--- src/rtl/if_id_skid_reg.sv ---
// if_id_skid_reg: IF/ID pipeline register with a 2-entry skid buffer, registered in_ready and synchronous flush.
//   clk, rst (async, active-high)  flush: squash held entries on redirect
//   in_valid/in_ready/in_pc/in_instr: fetch side   out_valid/out_ready/out_pc/out_instr: decode side
module if_id_skid_reg #(
  parameter int XLEN = 32,
  parameter logic [XLEN-1:0] NOP_INSTR = XLEN'(32'h0000_0013)
) (
  input  logic            clk,
  input  logic            rst,
  input  logic            flush,
  input  logic            in_valid,
  output logic            in_ready,
  input  logic [XLEN-1:0] in_pc,
  input  logic [XLEN-1:0] in_instr,
  output logic            out_valid,
  input  logic            out_ready,
  output logic [XLEN-1:0] out_pc,
  output logic [XLEN-1:0] out_instr
);
  typedef enum logic [1:0] {EMPTY, BUSY, FULL} state_t;
  state_t state_q, state_d;
  logic [XLEN-1:0] main_pc_q, main_pc_d, main_instr_q, main_instr_d;
  logic [XLEN-1:0] skid_pc_q, skid_pc_d, skid_instr_q, skid_instr_d;
  logic accept, issue;
  assign accept = in_valid && in_ready;
  assign issue = out_valid && out_ready;
  always_ff @(posedge clk or posedge rst) begin
    if (rst) begin
      state_q <= EMPTY;
      main_pc_q <= '0;
      main_instr_q <= NOP_INSTR;
      skid_pc_q <= '0;
      skid_instr_q <= NOP_INSTR;
    end else begin
      state_q <= state_d;
      main_pc_q <= main_pc_d;
      main_instr_q <= main_instr_d;
      skid_pc_q <= skid_pc_d;
      skid_instr_q <= skid_instr_d;
    end
  end
  // Data writes during flush are harmless: the entries are invalidated by the state.
  always_comb begin
    state_d = state_q;
    main_pc_d = main_pc_q;
    main_instr_d = main_instr_q;
    skid_pc_d = skid_pc_q;
    skid_instr_d = skid_instr_q;
    case (state_q)
      EMPTY: if (accept) begin
        state_d = BUSY;
        main_pc_d = in_pc;
        main_instr_d = in_instr;
      end
      BUSY: if (accept && issue) begin
        main_pc_d = in_pc;
        main_instr_d = in_instr;
      end else if (accept) begin
        state_d = FULL;
        skid_pc_d = in_pc;
        skid_instr_d = in_instr;
      end else if (issue) begin
        state_d = EMPTY;
      end
      FULL: if (issue) begin
        state_d = BUSY;
        main_pc_d = skid_pc_q;
        main_instr_d = skid_instr_q;
      end
      default: state_d = EMPTY;
    endcase
    if (flush) state_d = EMPTY;
  end
  // Handshake outputs decode only the state flop, so out_ready never reaches in_ready.
  always_comb begin
    in_ready = state_q != FULL;
    out_valid = state_q != EMPTY;
    out_pc = main_pc_q;
    out_instr = (state_q != EMPTY) ? main_instr_q : NOP_INSTR;
  end
endmodule

--- config.mk ---
export PLATFORM = sky130hd
export DESIGN_NAME = if_id_skid_reg
export DESIGN_NICKNAME = d
export VERILOG_FILES = /design/src/rtl/if_id_skid_reg.sv
export SDC_FILE = /design/constraint.sdc
export NUM_CORES = 1
export LEC_CHECK = 0
export CORE_MARGIN = 4
export CORE_UTILIZATION = 30
export CTS_CLUSTER_SIZE = 14
export DETAILED_ROUTE_END_ITERATION = 7
export HOLD_SLACK_MARGIN = 0.15
export MAX_ROUTING_LAYER = met4
export PLACE_DENSITY = 0.57
export SLEW_MARGIN = 5
export SYNTH_ARGS = -nofsm -noshare
export SYNTH_HDL_FRONTEND = slang
export SYNTH_SLANG_ARGS = --single-unit
--- constraint.sdc ---
create_clock -name clk -period 4.4 [get_ports clk]
set_input_delay 0.88 -clock clk [delete_from_list [all_inputs] [get_ports clk]]
set_output_delay 0.88 -clock clk [all_outputs]
set_load 0.01 [all_outputs]
==> impl_metrics.py, run 1 <==
metrics = {
    "synthesis": {
        "synth_top_area_cell": "dfrtp_1",
        "async_flop_share_pct": 100.0,
        "netlist.area_leader.share_pct": 49.16,
        "synth_compound_area_share_pct": 0.3370,
        "yosys_most_used_dff": "dfrtp_1",
        "synth-simple-area-share_pct": 4.044,
        "muxShareOfSynthArea_pct": 39.72,
        "synth_top_family_by_area": "multiplexers",
        "synthTopCellsByArea": "dfrtp_1 49%, mux2_4 22%, mux2_2 18%, nor2b_1 3.0%, dfstp_2 2.5%",
        "synth_seq_cells": 130,
        "synth.cell_area_um2": 6312,
        "synth_edf_count": 0,
        "synth-xor-area-share_pct": 0,
        "syn_avg_cell_area_um2": 16.06,
        "synth-seq-area-share_pct": 51.66,
        "ys_warn_count": 0,
        "synthTopCellsByCount": "124 x dfrtp_1, 100 x mux2_2, 92 x mux2_4",
        "post_synth_num_cell_types": 24,
        "synth_nets": 462,
        "synth.most_common_cell": "dfrtp_1",
        "synthAdderAreaFrac_pct": 0,
        "synth_cells": 393,
    },
    "power_and_ir_drop": {
        "p_int_w": 0.002998,
        "powerDensity_nw_per_um2": 456.7,
        "seq_power_share_pct": 40.7,
        "combPwrFrac_pct": 18.6,
        "switching_share_pct": 22.95,
        "pwr-share-clk_pct": 40.7,
        "vdd_drop_max_mv": 0.2437,
        "p_leak_nw": 3.686,
        "power.net_switching_w": 0.0008932,
    },
    "timing": {
        "tightest_slew_ns": 0.8819,
        "relSlewSlack_pct": 41.21,
        "finalCritPeriodShare_pct": 67.98,
        "period_needed_ns": 2.991,
        "finalSetupViolCount": 0,
        "fin_skew_ns": 0.009561,
        "maxSlewViolCount": 0,
        "setup_tns_ns": 0,
        "rsz0062_at_grt": "no",
        "max_freq_mhz": 334.3,
        "hold_violations": 0,
        "timing.hold.ws_ns": 0.4989,
    },
    "floorplan": {
        "coreArea_um2": 20490,
        "die_w_um": 153.1,
        "start_util_pct": 30.80,
        "ios": 135,
        "die_h_um": 153.1,
        "rows": 52,
        "fp.dieArea_um2": 23430,
    },
    "finish": {
        "fillers": 1866,
        "layout-drive-gt1-share_pct": 45.30,
        "multi_input_comb_area_um2": 2805,
        "seqCellArea_um2": 3261,
        "area_growth_pct": 34.99,
        "utilization_pct": 41.58,
        "instances_no_fill": 814,
        "nets": 599,
    },
    "setup_path": {
        "required_ns": 3.52,
        "crit_buf_inv": 2,
        "r2r-end": "out_pc[23]",
        "critPathTopFamily": "buffers and inverters",
        "crit_path_max_incr_delay_ns": 0.53,
        "crit_start": "state_q[0]",
        "r2r_start": "state_q[0]",
        "start_kind": "register",
        "path_class": "reg2out",
        "worstPathMaxFanout": 15,
        "reg2reg_slack_ns": 2.21,
        "cp.arrival_ns": 2.11,
        "reg2reg_depth": 4,
        "critPathSlowestCell": "clkdlybuf4s50_1",
        "endpoint_kind": "primary output",
        "crit_chain": "nor2_2 -> buf_4 -> or2_2 -> clkdlybuf4s50_1",
    },
    "clock_tree": {
        "cts_root_buf": "clkbuf_16",
        "clk_latency_ns": 0.41,
        "clock_sinks": 130,
        "ctsResizeCount": 0,
        "cts_setup_buffers": 0,
        "tritoncts": "yes",
        "cts_max_level": 4,
        "clk_pin_slew_worst_paths_ns": 0.05,
        "cts_hold_buf": 0,
        "clock_path_buffers": 2,
        "cts_buffers": 17,
    },
    "global_routing": {
        "use_met3_pct": 4.467,
        "grtUsageMet2_pct": 18.07,
        "antenna_found_initial": 1,
        "grt.total_usage_pct": 12.29,
        "grt_max_degree": 69,
        "met1_usage_pct": 16.09,
        "grt.busiest_layer": "met2",
        "first_global_vias": 4144,
        "grt_pass1_wl_um": 22240,
        "overflow": 0,
    },
    "routing": {
        "vias": 3601,
        "drtIter0Drc": 124,
        "viasPerCell": 4.424,
        "wirelength_um": 13640,
        "wl_per_cell_um": 16.76,
        "drt.antenna.violating_nets": 0,
        "firstDrtPassIters": 4,
        "route.detailed.drc": 0,
    },
    "placement": {
        "place_hpwl_um": 8978,
        "port_buffers": 134,
        "dp_cells": 781,
        "gp_congestion": 0.7488,
    },
    "run": {
        "drv_cap": 0,
    },
    "hold_path": {
        "hp-start": "main_instr_q[19]",
        "hp-class": "reg2reg",
        "min_path_cells": 1,
        "min_to": "main_instr_q[19]",
    },
    "status": {
        "status": "finished, final reports clean",
    },
}
-- flip-flops by register name, summed over array words and instances (netlist names) --
signal and count:
main_instr_q 32, out_pc 32, skid_instr_q 32, skid_pc_q 32
state_q 2
-- power groups by stage --
stage	combinational (W)	clock (W)	sequential, W
after floorplan	0.000450	0	0.00158
after CTS	0.000742	0.00164	0.00158
after global routing	0.000781	0.00168	0.00162
after global placement	0.000720	0	0.00159
final	0.000725	0.00158	0.00158
after detailed placement	0.000739	0	0.00160
-- cell families (layout without fill, tap and decap cells) --
logic type             after synthesis  after routing
AO/OA/AOI/OAI                        3              3
buffers and inverters               27            177
flip-flops                         130            130
multiplexers                       192            192
other                                0              1
AND/OR/NAND/NOR                     41             41
-- layout make-up --
type                            count  area share (%)
Inverter                            3          0.2203
Multi-Input combinational cell    236           32.92
Sequential cell                   130           38.27
Clock inverter                     11           2.335
Tap cell                          270           3.965
Clock buffer                       21           5.521
Antenna cell                        1         0.02937
Timing Repair Buffer              142           16.74
-- worst max-delay path by stage --
stage	endpoint	slack, ns	cells past startpoint
5_1_grt	out_instr[0]	1.26	4
4_1_cts	out_instr[0]	1.32	4
6_report	out_instr[0]	1.41	4
2_1_floorplan	main_instr_q[10]	0.06	1
3_5_place_dp	out_pc[25]	1.23	5
3_3_place_gp	out_pc[27]	1.31	5
-- stage by stage --
step	instance area [um2]	total power, W	setup WS, ns
floorplan	6312	0.002031	0.06058
global placement	7849	0.002310	1.313
detailed placement	7849	0.002339	1.230
CTS	8518	0.003964	1.323
global route	8521	0.004075	1.260
finish	8521	0.003891	1.409
-- layer usage --
metal,wire [um],share of wire [%],vias up
met5,0,0,-
met4,140,1.0,0
met3,889,6.5,10
met1,6489,48,1830
li1,-,-,1657
met2,6121,45,104
-- layout by cell type (no fill, tap or decap), drive strengths merged --
master and count:
a21bo 1, a21oi 1, a31oi 1, and2b 1
buf 8, bufinv 5, clkbuf 21, clkdlybuf4s50 134
clkinv 1, clkinvlp 3, dfrtp 124, dfstp 6
diode 1, inv 5, mux2 192, nand2 1
nand2b 1, nand3b 1, nor2 1, nor2b 31
nor3 1, or2 3, or3 1
(Power assumes the default switching activity.)
==> run 2: changes to the inputs <==
==> constraint.sdc (replaced) <==
create_clock -name clk -period 2.4 [get_ports clk]
set_input_delay 0.48 -clock clk [delete_from_list [all_inputs] [get_ports clk]]
set_output_delay 0.48 -clock clk [all_outputs]
set_load 0.01 [all_outputs]
==> run 2 against run 1 <==
Sequential share of layout area is 0.17 points lower. Clock skew is 0.0027 ns lower. Hold slack better by 0.0026 ns. Design area is 0.53% higher. Global-route usage is 0.069 points higher. Clock power is 62% higher. Highest routed layer unchanged.
==> impl_metrics.py, run 2 (same netlist as run 1, synthesis figures left out) <==
metrics = {
    "setup_path": {
        "worstPathMaxFanout": 19,
        "path_class": "reg2out",
        "cp.arrival_ns": 1.82,
        "endpoint_kind": "primary output",
        "start_kind": "register",
        "required_ns": 1.92,
    },
    "floorplan": {
        "ios": 135,
        "rows": 52,
        "die_w_um": 153.1,
        "fp.dieArea_um2": 23430,
        "coreArea_um2": 20490,
        "start_util_pct": 30.80,
        "die_h_um": 153.1,
    },
    "clock_tree": {
        "clock_sinks": 130,
        "cts_max_level": 4,
        "tritoncts": "yes",
        "clk_latency_ns": 0.41,
        "clk_pin_slew_worst_paths_ns": 0.05,
        "clock_path_buffers": 2,
        "cts_root_buf": "clkbuf_16",
        "cts_buffers": 17,
    },
    "finish": {
        "fillers": 1913,
        "layout_commonest_cell": "clkdlybuf4s50_1",
        "instances_no_fill": 817,
        "final_cell_mix": "134 x clkdlybuf4s50_1, 122 x dfrtp_1, 100 x mux2_2, 92 x mux2_4, 29 x nor2b_1",
        "multi_input_comb_area_um2": 2810,
        "layout-drive-gt1-share_pct": 46.07,
        "fin_area_um2": 8566,
        "area_growth_pct": 35.70,
        "diodes": 0,
        "seqCellArea_um2": 3263,
        "nets": 603,
    },
    "timing": {
        "setup_tns_ns": 0,
        "maxSlewViolCount": 0,
        "max_freq_mhz": 434.2,
        "finalSetupViolCount": 0,
        "tightest_slew_ns": 0.3704,
        "rsz0062_at_grt": "no",
        "period_needed_ns": 2.303,
        "hold_violations": 0,
        "timing.hold.ws_ns": 0.5015,
        "fin_skew_ns": 0.006854,
        "finalCritPeriodShare_pct": 95.97,
        "relSlewSlack_pct": 75.31,
    },
    "placement": {
        "placedInstanceArea_um2": 7955,
        "gp_congestion": 0.7215,
        "port_buffers": 134,
        "place_hpwl_um": 9101,
        "dp_cells": 785,
    },
    "routing": {
        "met1Wirelength_um": 6658,
        "vias": 3561,
        "drt.antenna.violating_nets": 0,
        "drtIter0Drc": 65,
        "route.detailed.drc": 0,
        "routed.top_layer": "met4",
        "wirelength_um": 13690,
        "met3WireLength_um": 822,
        "wl_per_cell_um": 16.76,
        "routed-wl-met2_um": 6089,
        "firstDrtPassIters": 4,
        "viasPerCell": 4.359,
    },
    "power_and_ir_drop": {
        "vdd_drop_max_mv": 0.4072,
        "p_leak_nw": 3.690,
        "powerDensity_nw_per_um2": 795.6,
        "p_total_w": 0.006815,
    },
    "status": {
        "status": "finished, final reports clean",
    },
    "global_routing": {
        "grt_max_degree": 66,
        "grt.total_usage_pct": 12.36,
        "overflow": 0,
        "grt_pass1_wl_um": 22520,
        "first_global_vias": 4185,
        "antenna_found_initial": 0,
    },
    "run": {
        "drv_cap": 0,
    },
    "hold_path": {
        "hp-class": "reg2reg",
    },
}
## run 2: cell types whose count changed in the layout (fill, tap and decap cells not counted), sizes merged
| cell | previous run | this run |
|---|---|---|
| bufinv | 5 | 2 |
| buf | 8 | 12 |
| diode | 1 | 0 |
| inv | 5 | 3 |
| clkinv | 1 | 5 |
| clkbuf | 21 | 20 |
| clkinvlp | 3 | 5 |
## run 2: worst max-delay path: stages (launching register included)
cell	delay (ns)
dfrtp_2	0.44
nor2_4	0.15
buf_12	0.17
or2_2	0.13
clkdlybuf4s50_1	0.52
## run 2: cell type report
type                       count  share of cell area, %
clock buffer                  20                  5.332
clock inverter                12                  1.534
inverter                       3                 0.2629
multi-input combinational    236                  32.81
sequential                   130                  38.10
tap                          270                  3.944
timing repair buffer         146                  18.03
## run 2: metrics by stage
step	util [%]	worst slack, ns
after global placement	38.82	0.2737
final	41.79	0.09682
after floorplan	-	0.3157
after detailed placement	38.82	0.2285
after global routing	41.79	0.01559
after CTS	41.75	0.001941
## run 2: worst paths after layout
check	from	endpoint	slack [ns]	depth (start not counted)
min	skid_instr_q[28]	skid_instr_q[28]	0.50	1
max	state_q[1]	out_instr[1]	0.1	4
max in group asynchronous	rst	skid_instr_q[1]	1.47	3
max reg2reg	state_q[1]	out_pc[23]	0.58	5
min in group asynchronous	rst	skid_instr_q[30]	0.54	3
min reg2reg	skid_instr_q[28]	skid_instr_q[28]	0.50	1
## run 2: per-layer routing
metal,vias to the layer above,GRT usage (%)
met5,-,-
met4,0,3.861
met3,8,4.552
met2,95,18.15
met1,1797,15.94
li1,1661,-
## run 2: power by group
group | total (W) | switching, W | internal, W
sequential | 0.00290 | 0.000240 | 0.00266
clock | 0.00256 | 0.000974 | 0.00158
combinational | 0.00135 | 0.000435 | 0.000918
## run 2: repair_timing
| action | 4_1_cts | 5_1_grt |
|---|---|---|
| setup endpoints to repair | 3 | 16 |
| hold buffers | 0 | 0 |
| gates resized for setup | 3 | 4 |
| buffers inserted | 0 | 0 |
